$ cat src/rtl/instr_sequencer.sv
// rtl/instr_sequencer.sv - control FSM sequencing fetch, operand staging, ALU wait and writeback
module instr_sequencer #(
    parameter int DATA_W    = 32,
    parameter int NUM_REGS  = 16,
    parameter int REG_SEL_W = 4,
    parameter int MAX_WAIT  = 64,
    parameter int CNT_W     = 16
) (
    input  logic                 clk,
    input  logic                 reset,
    input  logic                 run,
    input  logic                 mem_ready,
    input  logic                 alu_done,
    input  logic [DATA_W-1:0]    ir,
    output logic                 pc_out,
    output logic                 zlow_out,
    output logic                 zhigh_out,
    output logic                 mdr_out,
    output logic                 mar_in,
    output logic                 pc_in,
    output logic                 mdr_in,
    output logic                 ir_in,
    output logic                 y_in,
    output logic                 z_in,
    output logic                 hi_in,
    output logic                 lo_in,
    output logic                 inc_pc,
    output logic                 read,
    output logic                 alu_start,
    output logic [4:0]           alu_op,
    output logic [NUM_REGS-1:0]  reg_out_sel,
    output logic [NUM_REGS-1:0]  reg_in_sel,
    output logic                 busy,
    output logic                 halted,
    output logic                 err,
    output logic [CNT_W-1:0]     instr_count
);

    localparam int WAIT_W = $clog2(MAX_WAIT + 1);
    localparam logic [WAIT_W-1:0] WAIT_LIMIT = WAIT_W'(MAX_WAIT);

    localparam logic [4:0] OP_ADD  = 5'b00011;
    localparam logic [4:0] OP_SUB  = 5'b00100;
    localparam logic [4:0] OP_AND  = 5'b00101;
    localparam logic [4:0] OP_OR   = 5'b00110;
    localparam logic [4:0] OP_MUL  = 5'b01110;
    localparam logic [4:0] OP_DIV  = 5'b01111;
    localparam logic [4:0] OP_HALT = 5'b11011;

    typedef enum logic [3:0] {
        S_IDLE, S_T0, S_T1, S_T2, S_T3, S_T4, S_T5, S_T6, S_T7, S_HALTED, S_ERR
    } state_t;

    state_t               state_q, state_d;
    logic [WAIT_W-1:0]    wait_q, wait_d;
    logic [CNT_W-1:0]     count_q, count_d;
    logic [4:0]           op_q, op_d;
    logic [REG_SEL_W-1:0] ra_q, ra_d, rc_q, rc_d;

    logic [4:0]           ir_op;
    logic [REG_SEL_W-1:0] ir_ra, ir_rb, ir_rc;
    logic                 ir_legal, ir_halt, mul_div, ir_unused;

    assign ir_op     = ir[DATA_W-1 -: 5];
    assign ir_ra     = ir[DATA_W-6 -: REG_SEL_W];
    assign ir_rb     = ir[DATA_W-6-REG_SEL_W -: REG_SEL_W];
    assign ir_rc     = ir[DATA_W-6-2*REG_SEL_W -: REG_SEL_W];
    assign ir_unused = ^ir;
    assign ir_halt   = (ir_op == OP_HALT);
    assign ir_legal  = (ir_op == OP_ADD) || (ir_op == OP_SUB) || (ir_op == OP_AND) ||
                       (ir_op == OP_OR)  || (ir_op == OP_MUL) || (ir_op == OP_DIV);
    assign mul_div   = (op_q == OP_MUL) || (op_q == OP_DIV);

    always_comb begin
        state_d = state_q;
        wait_d  = '0;
        count_d = count_q;
        op_d    = op_q;
        ra_d    = ra_q;
        rc_d    = rc_q;
        case (state_q)
            S_IDLE: if (run) state_d = S_T0;
            S_T0:   state_d = S_T1;
            S_T1: begin
                // wait_q counts stall cycles already spent; one past MAX_WAIT is fatal
                if (mem_ready)                state_d = S_T2;
                else if (wait_q == WAIT_LIMIT) state_d = S_ERR;
                else                          wait_d  = wait_q + WAIT_W'(1);
            end
            S_T2:   state_d = S_T3;
            S_T3: begin
                op_d = ir_op;
                ra_d = ir_ra;
                rc_d = ir_rc;
                if (ir_halt)       state_d = S_HALTED;
                else if (ir_legal) state_d = S_T4;
                else               state_d = S_ERR;
            end
            S_T4:   state_d = S_T5;
            S_T5: begin
                if (alu_done)                 state_d = S_T6;
                else if (wait_q == WAIT_LIMIT) state_d = S_ERR;
                else                          wait_d  = wait_q + WAIT_W'(1);
            end
            S_T6: begin
                if (mul_div) begin
                    state_d = S_T7;
                end else begin
                    count_d = count_q + CNT_W'(1);
                    state_d = run ? S_T0 : S_IDLE;
                end
            end
            S_T7: begin
                count_d = count_q + CNT_W'(1);
                state_d = run ? S_T0 : S_IDLE;
            end
            default: state_d = state_q;
        endcase
    end

    always_ff @(posedge clk) begin
        if (reset) begin
            state_q <= S_IDLE;
            wait_q  <= '0;
            count_q <= '0;
            op_q    <= '0;
            ra_q    <= '0;
            rc_q    <= '0;
        end else begin
            state_q <= state_d;
            wait_q  <= wait_d;
            count_q <= count_d;
            op_q    <= op_d;
            ra_q    <= ra_d;
            rc_q    <= rc_d;
        end
    end

    // T3 reads Rb straight from ir because the IR is only loaded at the end of T2
    always_comb begin
        pc_out      = 1'b0;
        zlow_out    = 1'b0;
        zhigh_out   = 1'b0;
        mdr_out     = 1'b0;
        mar_in      = 1'b0;
        pc_in       = 1'b0;
        mdr_in      = 1'b0;
        ir_in       = 1'b0;
        y_in        = 1'b0;
        z_in        = 1'b0;
        hi_in       = 1'b0;
        lo_in       = 1'b0;
        inc_pc      = 1'b0;
        read        = 1'b0;
        alu_start   = 1'b0;
        reg_out_sel = '0;
        reg_in_sel  = '0;
        halted      = 1'b0;
        err         = 1'b0;
        busy        = 1'b1;
        case (state_q)
            S_IDLE: busy = 1'b0;
            S_T0: begin
                pc_out = 1'b1;
                mar_in = 1'b1;
                inc_pc = 1'b1;
                z_in   = 1'b1;
            end
            S_T1: begin
                zlow_out = 1'b1;
                pc_in    = (wait_q == '0);
                read     = 1'b1;
                mdr_in   = 1'b1;
            end
            S_T2: begin
                mdr_out = 1'b1;
                ir_in   = 1'b1;
            end
            S_T3: begin
                if (ir_legal) begin
                    reg_out_sel = NUM_REGS'(1) << ir_rb;
                    y_in        = 1'b1;
                end
            end
            S_T4: begin
                reg_out_sel = NUM_REGS'(1) << rc_q;
                alu_start   = 1'b1;
            end
            S_T5: begin
                reg_out_sel = NUM_REGS'(1) << rc_q;
                z_in        = alu_done;
            end
            S_T6: begin
                zlow_out = 1'b1;
                if (mul_div) lo_in      = 1'b1;
                else         reg_in_sel = NUM_REGS'(1) << ra_q;
            end
            S_T7: begin
                zhigh_out = 1'b1;
                hi_in     = 1'b1;
            end
            S_HALTED: begin
                busy   = 1'b0;
                halted = 1'b1;
            end
            default: begin
                busy = 1'b0;
                err  = 1'b1;
            end
        endcase
    end

    assign alu_op      = op_q;
    assign instr_count = count_q;

endmodule

$ cat config.mk
export PLATFORM = sky130hd
export DESIGN_NAME = instr_sequencer
export DESIGN_NICKNAME = d
export VERILOG_FILES = /design/src/rtl/instr_sequencer.sv
export SDC_FILE = /design/constraint.sdc
export NUM_CORES = 1
export LEC_CHECK = 0
export BUFFER_PORTS_ARGS = -buffer_cell sky130_fd_sc_hd__buf_2
export CORE_MARGIN = 2
export CORE_UTILIZATION = 40
export DETAILED_ROUTE_END_ITERATION = 10
export GPL_TIMING_DRIVEN = 1
export HOLD_SLACK_MARGIN = 0.03
export PLACE_DENSITY = 0.73
export SLEW_MARGIN = 10
export SYNTH_ARGS = -nofsm -noshare
export SYNTH_HDL_FRONTEND = slang
export SYNTH_SLANG_ARGS = --single-unit
$ cat constraint.sdc
create_clock -name clk -period 1.6 [get_ports clk]
set_clock_uncertainty 0.15 [all_clocks]
set_input_delay 0.16 -clock clk [delete_from_list [all_inputs] [get_ports clk]]
set_output_delay 0.16 -clock clk [all_outputs]
set_load 0.005 [all_outputs]
* Word level (Yosys, flattened, before mapping) *
Cells that the tools add are included.
W data, S select, Z words.

storage, ports and cells
  flip-flop bits (word level) = 40
  bits of input ports = 37
  output and inout port bits = 71
  logic and storage cells = 82

operators by class
  add/subtract/negate cells = 2
  equal/unequal tests = 21
  shift-type cells = 3
  mux-type cells = 34
  reduce and logical (&&, ||, !) cells = 16

operators with widths
  cell                     number
  $mux W16                 4
  $pmux W16 S2             2
  $shl A1 B4 Y16 const A   3
  $pmux W4 S9              1
  $mux W4                  7
  $mux W7                  3
  $eq A5 B4 Y1 const B     4
  $add A16 B1 Y16 const B  1
  $eq A4 B3 Y1 const B     4
  $eq A5 B3 Y1 const B     3
  $mux W1                  15
  $pmux W7 S2              1
  $reduce_or A10 Y1        1
  $reduce_bool A9 Y1       1
  $eq A4 B2 Y1 const B     2
  $eq A4 B4 Y1 const B     2
  $reduce_or A8 Y1         1
  $add A7 B1 Y7 const B    1
  $eq A7 B7 Y1 const B     1
  $logic_not A7 Y1         1
  $logic_or A1 B1 Y1       6
  $eq A5 B2 Y1 const B     1
  $eq A5 B5 Y1 const B     1
  $eq A4 B1 Y1 const B     1
  6 further kinds          9

* Logic depth before layout (Yosys ltp) *
Gate-level depths: netlist of run 1.

  word-level depth = 9
  depth in mapped cells = 6
  depth with buffers taken out = 6

* Least setup slack after synthesis of run 1 *
Ideal clock, no wire load.

  kind = reg2out
  start point = reg state_q[2]
  end point = out reg_out_sel[0]
  arrival = 1.529 ns
  data required time = 1.290 ns
  setup slack = -0.239 ns
  stages on the path, launching flop included = 5
  buffers on the path = 0
  cells stage by stage = dfxtp_1 -> nor3b_1 -> nand2b_1 -> or4_1 -> o21ai_0

between the ends
  word-level cells in the longest chain between the ends = 3
  elaborated cells between the ends (all ways) = 5
  classes of those cells = eq/ne (3); mux (1); reduce/logical (1)

ends and longest elaborated chain
  item                        RTL line  source
  start, declared             54        state_t state_q, state_d;
  start signal, assigned      130       state_q <= state_d;
  $eq A4 B3 Y1                161       case (state_q)
  $reduce_or A2 Y1 (no line)  -
  $pmux W16 S2 *              161
  end, declared               31        output logic [NUM_REGS-1:0] reg_out_sel,

Mark *: on every way between the ends. The rest lies on a longest branch, timed or not.

* Final worst setup path of run 1 *
  start point = reg state_q[0]
  end point = out reg_out_sel[11]

Same word-level chain as after synthesis.

==> results of run 1 <==
==> per-layer routing <==
layer	GRT usage [%]	routed length, um	share of wire, %	vias up
met2	42.0	4260	51	114
met3	4.44	471	5.6	20
met4	7.97	176	2.1	0
met1	28.0	3450	41	1322
li1	-	-	-	1430
met5	0	0	0	-
==> cells in the final DEF (no fill, tap or decap), drive strengths merged, types with 9 or more instances in the layout <==
master	n
o21ai	16
nor2	46
nand3	16
xor2	15
nand4	9
dlygate4sd3	13
a21oi	19
dfxtp	40
buf	160
nand2b	11
nand2	51
==> repair_timing <==
item	in CTS	in global routing
resized for setup	80	52
pin swaps	33	29
hold buffers	13	0
endpoints found under the setup margin	73	75
endpoints found under the hold margin	13	0
buffers inserted	11	11
==> state kept, by name, indices dropped and copies added, names as in the netlist <==
name         flops
instr_count     16
wait_q           7
alu_op           5
ra_q             4
rc_q             4
state_q          4
==> final cells by class <==
class / count / share of cell area, %
clock inverter: 2 / 0.297
sequential: 40 / 19.4
clock buffer: 5 / 1.63
inverter: 7 / 0.801
tap: 75 / 2.23
multi-input combinational: 254 / 45.2
timing repair buffer: 173 / 30.5
==> logic make-up (layout without fill, tap and decap cells) <==
logic type | count (synthesis) | after routing
AND/OR/NAND/NOR | 178 | 178
adder cells (fa/ha/maj) | 3 | 3
buffers and inverters | 27 | 187
flip-flops | 40 | 40
multiplexers | 1 | 1
AO/OA/AOI/OAI | 50 | 50
XOR/XNOR | 22 | 22
==> final timing paths <==
kind / from / end / slack, ps / cells after the start
setup / recovery: state_q[0] / reg_out_sel[11] / -570 / 7
hold / removal: reset / state_q[1] / 90 / 2
setup reg to reg: state_q[0] / instr_count[2] / -470 / 9
hold reg to reg: alu_op[0] / alu_op[0] / 310 / 2
==> worst max-delay path, stage by stage, from the launching register on <==
cell and delay, ps:
dfxtp_4 370, nor3b_4 250, nand2b_4 110, a211oi_4 290, buf_4 180, nand3_4 100, o22ai_2 150, buf_2 130
==> power by group through the flow <==
stage          Combinational, mW  Sequential, mW  Clock (mW)
3_3_place_gp               0.896            1.14           0
3_5_place_dp               0.911            1.14           0
2_1_floorplan              0.527            1.13           0
6_report                    1.63            1.16       0.660
5_1_grt                     1.73            1.17       0.712
4_1_cts                     1.36            1.14       0.669
==> results.cfg, run 1 <==
[status]
status = finished, violations left
violations = setup timing

[power_and_ir_drop]
p_int_mw = 2.28
power.density_nw_per_um2 = 818
comb_power_share_pct = 47.3
seqPwrFrac_pct = 33.6
power_mw = 3.45
power.switching_mw = 1.17
p_clk_share_pct = 19.1
p_leak_nw = 1.81
vdd_drop_max_mv = 0.551
p_sw_share_pct = 33.9

[logic_synthesis]
yosysTopAreaCell = dfxtp_1
synth_warnings = 0
synth_ff_type = dfxtp_1
yosysMostFrequentCell = nand2_1
synthXorXnorAreaFrac_pct = 8.13
synth.area.mux_share_pct = 0.422
synth_top_family_by_area = simple AND/OR/NAND/NOR gates
synth_top_area_share_pct = 33.8
synth-simple-area-share_pct = 37.7
synth_edf_count = 0
synth-seq-cells = 40
seq_area_frac_synth_pct = 33.8
yosysUniqueCellTypes = 50
synth_compound_area_share_pct = 12.9
syn_nets = 361
async_reset_ff_share_pct = 0
yosys.area_share.adder_pct = 1.58
synth.area.top_cells = dfxtp_1 34%, nand2_1 8.1%, nor2_1 7.3%
synthCells = 321
synth_top_cells_by_count = 51 x nand2_1, 46 x nor2_1, 40 x dfxtp_1
synthesis.area_um2 = 2370
synth.avg_cell_area_um2 = 7.39

[timing]
worst_pin_slew_ps = 672
finalSetupViolCount = 71
setup-tns-final_ps = -26410
maxSlewViolCount = 0
whs_ps = 85.7
rsz0062_at_grt = yes
fin_crit_sh_pct = 136
hold_viol_final = 0
max_freq_mhz = 461
slew_headroom_pct = 55.1
finalWorstPathRequiredPeriod_ps = 2170
setup_ws_ps = -569

[setup_path]
arrival_ps = 1860
worstPathMaxFanout = 4
worstPathRequired_ps = 1290
critical_path_class = reg -> out
cp-end-kind = primary output
cp-start-kind = flop

[global_routing]
grt_start_max_net_pins = 14
grt.overflow.total = 0
grt_pass1_vias = 2673
antenna_found_initial = 0
grt_pass1_wl_um = 12100
grt.total_usage_pct = 23.4

[clock_tree]
cts_tree = built
clk_latency_ps = 290
clk_path_buf_depth = 2
numCtsBuffers = 5
htree_levels = 2
root_buffer = clkbuf_8
path_clk_slew_ps = 80
cts.sinks = 40

[die]
die_area_um2 = 6560
core_area_um2 = 5820
io_pins = 108
start_util_pct = 40.8
die_h_um = 81.0
fp.dieW_um = 81.0
rows = 28

[finish]
diodes = 0
regArea_um2 = 816
area_delta_synth_final_pct = 77.8
fin_cells = 556
final_nets = 521
design_area_um2 = 4220
multi_input_comb_area_um2 = 1900
layout-drive-gt1-share_pct = 52.2
fin_util_pct = 72.5
fillers = 452

[routing]
drcViolationCount = 0
drt_iter0_drc = 98
wirelength_um = 8360
antenna_left = 0
drtPass1Iterations = 4
wl_per_cell_um = 15.0
via_per_inst = 5.19
vias = 2886

[place]
gp_congestion = 0.816
post-place-ws_ps = -308
numPortBuffers = 92
dp_hpwl_um = 5140
postPlaceCellArea_um2 = 3270
dp_cells = 516

[hold_path]
hold_path_class = in -> reg

[job]
drv_cap = 0
(Power assumes the default switching activity.)
==> run 2, diff against run 1 <==
--- a/config.mk
+++ b/config.mk
@@ -7,11 +7,11 @@
 export LEC_CHECK = 0
 export BUFFER_PORTS_ARGS = -buffer_cell sky130_fd_sc_hd__buf_2
 export CORE_MARGIN = 2
-export CORE_UTILIZATION = 40
+export CORE_UTILIZATION = 43
 export DETAILED_ROUTE_END_ITERATION = 10
 export GPL_TIMING_DRIVEN = 1
 export HOLD_SLACK_MARGIN = 0.03
-export PLACE_DENSITY = 0.73
+export PLACE_DENSITY = 0.77
 export SLEW_MARGIN = 10
 export SYNTH_ARGS = -nofsm -noshare
 export SYNTH_HDL_FRONTEND = slang
==> results.cfg, run 2 (same netlist as run 1, synthesis figures left out) <==
[power_and_ir_drop]
power_mw = 3.11
power.density_nw_per_um2 = 781
vdd_drop_max_mv = 0.518
p_leak_nw = 1.77

[setup_path]
cp-start-kind = flop
slowest_stage = dfxtp_4
worstPathRequired_ps = 1290
worstPathMaxFanout = 5
arrival_ps = 1800
crit_chain = nor3b_4 -> nand2b_4 -> a211oi_4 -> nand3_2 -> o22ai_2 -> buf_2
slowest_delay_ps = 370
critical_path_class = reg -> out
r2r_setup_slack_ps = -400
cp-end-kind = primary output

[routing]
wl_per_cell_um = 13.9
drt_iter0_drc = 91
antenna_left = 0
drcViolationCount = 0
wirelength_um = 7580
via_per_inst = 5.16
vias = 2817
drtPass1Iterations = 4

[die]
die_area_um2 = 6120
start_util_pct = 43.9
die_h_um = 78.3
rows = 27
core_area_um2 = 5410
fp.dieW_um = 78.3
io_pins = 108

[finish]
final_common_cell = buf_2
final_nets = 513
final_cell_mix = 88 x buf_2, 46 x nand2_1, 45 x buf_4
largest_reg_flops = 16
area_delta_synth_final_pct = 67.9
diodes = 0
layout-drive-gt1-share_pct = 48.9
fillers = 414

[timing]
hold_viol_final = 0
setup_ws_ps = -511
worst_pin_slew_ps = 499
slew_headroom_pct = 66.7
fin_crit_sh_pct = 132
finalSetupViolCount = 67
setup-tns-final_ps = -25360
finalWorstPathRequiredPeriod_ps = 2110
max_freq_mhz = 474
rsz0062_at_grt = yes
maxSlewViolCount = 0

[clock_tree]
clk_latency_ps = 290
root_buffer = clkbuf_8
htree_levels = 2
path_clk_slew_ps = 80
clk_path_buf_depth = 2
cts.sinks = 40
numCtsBuffers = 5
cts_tree = built

[global_routing]
grt.overflow.total = 0
grt.total_usage_pct = 23.9
grt_pass1_vias = 2681
grt_pass1_wl_um = 12100
grt_start_max_net_pins = 19
antenna_found_initial = 0

[place]
numPortBuffers = 92
post-place-ws_ps = -325
dp_hpwl_um = 4990
gp_congestion = 0.876

[status]
status = finished, violations left
violations = setup timing

[job]
drv_cap = 0

[hold_path]
hold_path_class = in -> reg
## run 2: cell types whose count changed in the layout (fill, tap and decap cells not counted), sizes merged
cell / before / now
clkbuf: 5 / 8
dlygate4sd3: 13 / 12
clkinv: 1 / 0
buf: 160 / 153
clkinvlp: 1 / 0
## run 2: worst paths after layout
kind	endpoint	start	cells past startpoint
max	reg_out_sel[11]	state_q[0]	6
min	instr_count[5]	reset	2
max reg2reg	instr_count[12]	state_q[0]	9
min reg2reg	alu_op[0]	alu_op[0]	2
## run 2: final cells by class
cell class              count  area, um2  area share, %
inverters                   7       31.3          0.786
multi-input cells         254       1790           45.0
well taps                  72       90.1           2.26
flip-flops and latches     40        816           20.5
repair buffers            165       1160           29.2
clock buffers               8       90.1           2.26
## run 2: where the power goes
part,switching [mW],internal (mW)
Sequential,0.103,1.06
Combinational,0.574,0.681
Clock,0.341,0.352
## run 2: through the flow
| step | cells | hold WS (ps) | utilization [%] | instance area (um2) |
|---|---|---|---|---|
| 2_1_floorplan | 321 | 146 | - | 2440 |
| 3_3_place_gp | 511 | 259 | 60.2 | 3250 |
| 3_5_place_dp | 511 | 262 | 60.2 | 3250 |
| 4_1_cts | 544 | 105 | 70.9 | 3830 |
| 5_1_grt | 546 | 125 | 73.7 | 3980 |
| 6_report | 546 | 113 | 73.7 | 3980 |
## run 2: timing repair
action,4_1_cts,5_1_grt
resized for setup,58,34
pin swaps,26,24
endpoints found under the setup margin,74,76
gates cloned,1,0
endpoints found under the hold margin,12,0
setup buffers,13,3
hold buffers,12,0
## run 2: critical path: cells and delay by family, from the launching register on
family / cells / cell delay [ps]
DFF: 1 / 370
buffers and inverters: 1 / 130
and+or+nand+nor: 3 / 560
AOI/OAI and AO/OA: 2 / 440
## run 2: layer usage
metal | share of wire, % | GRT usage (%) | wire, um
met1 | 42 | 28.8 | 3220
met2 | 51 | 42.4 | 3830
met3 | 5.5 | 5.17 | 417
met4 | 1.5 | 7.19 | 113
met5 | 0 | 0 | 0
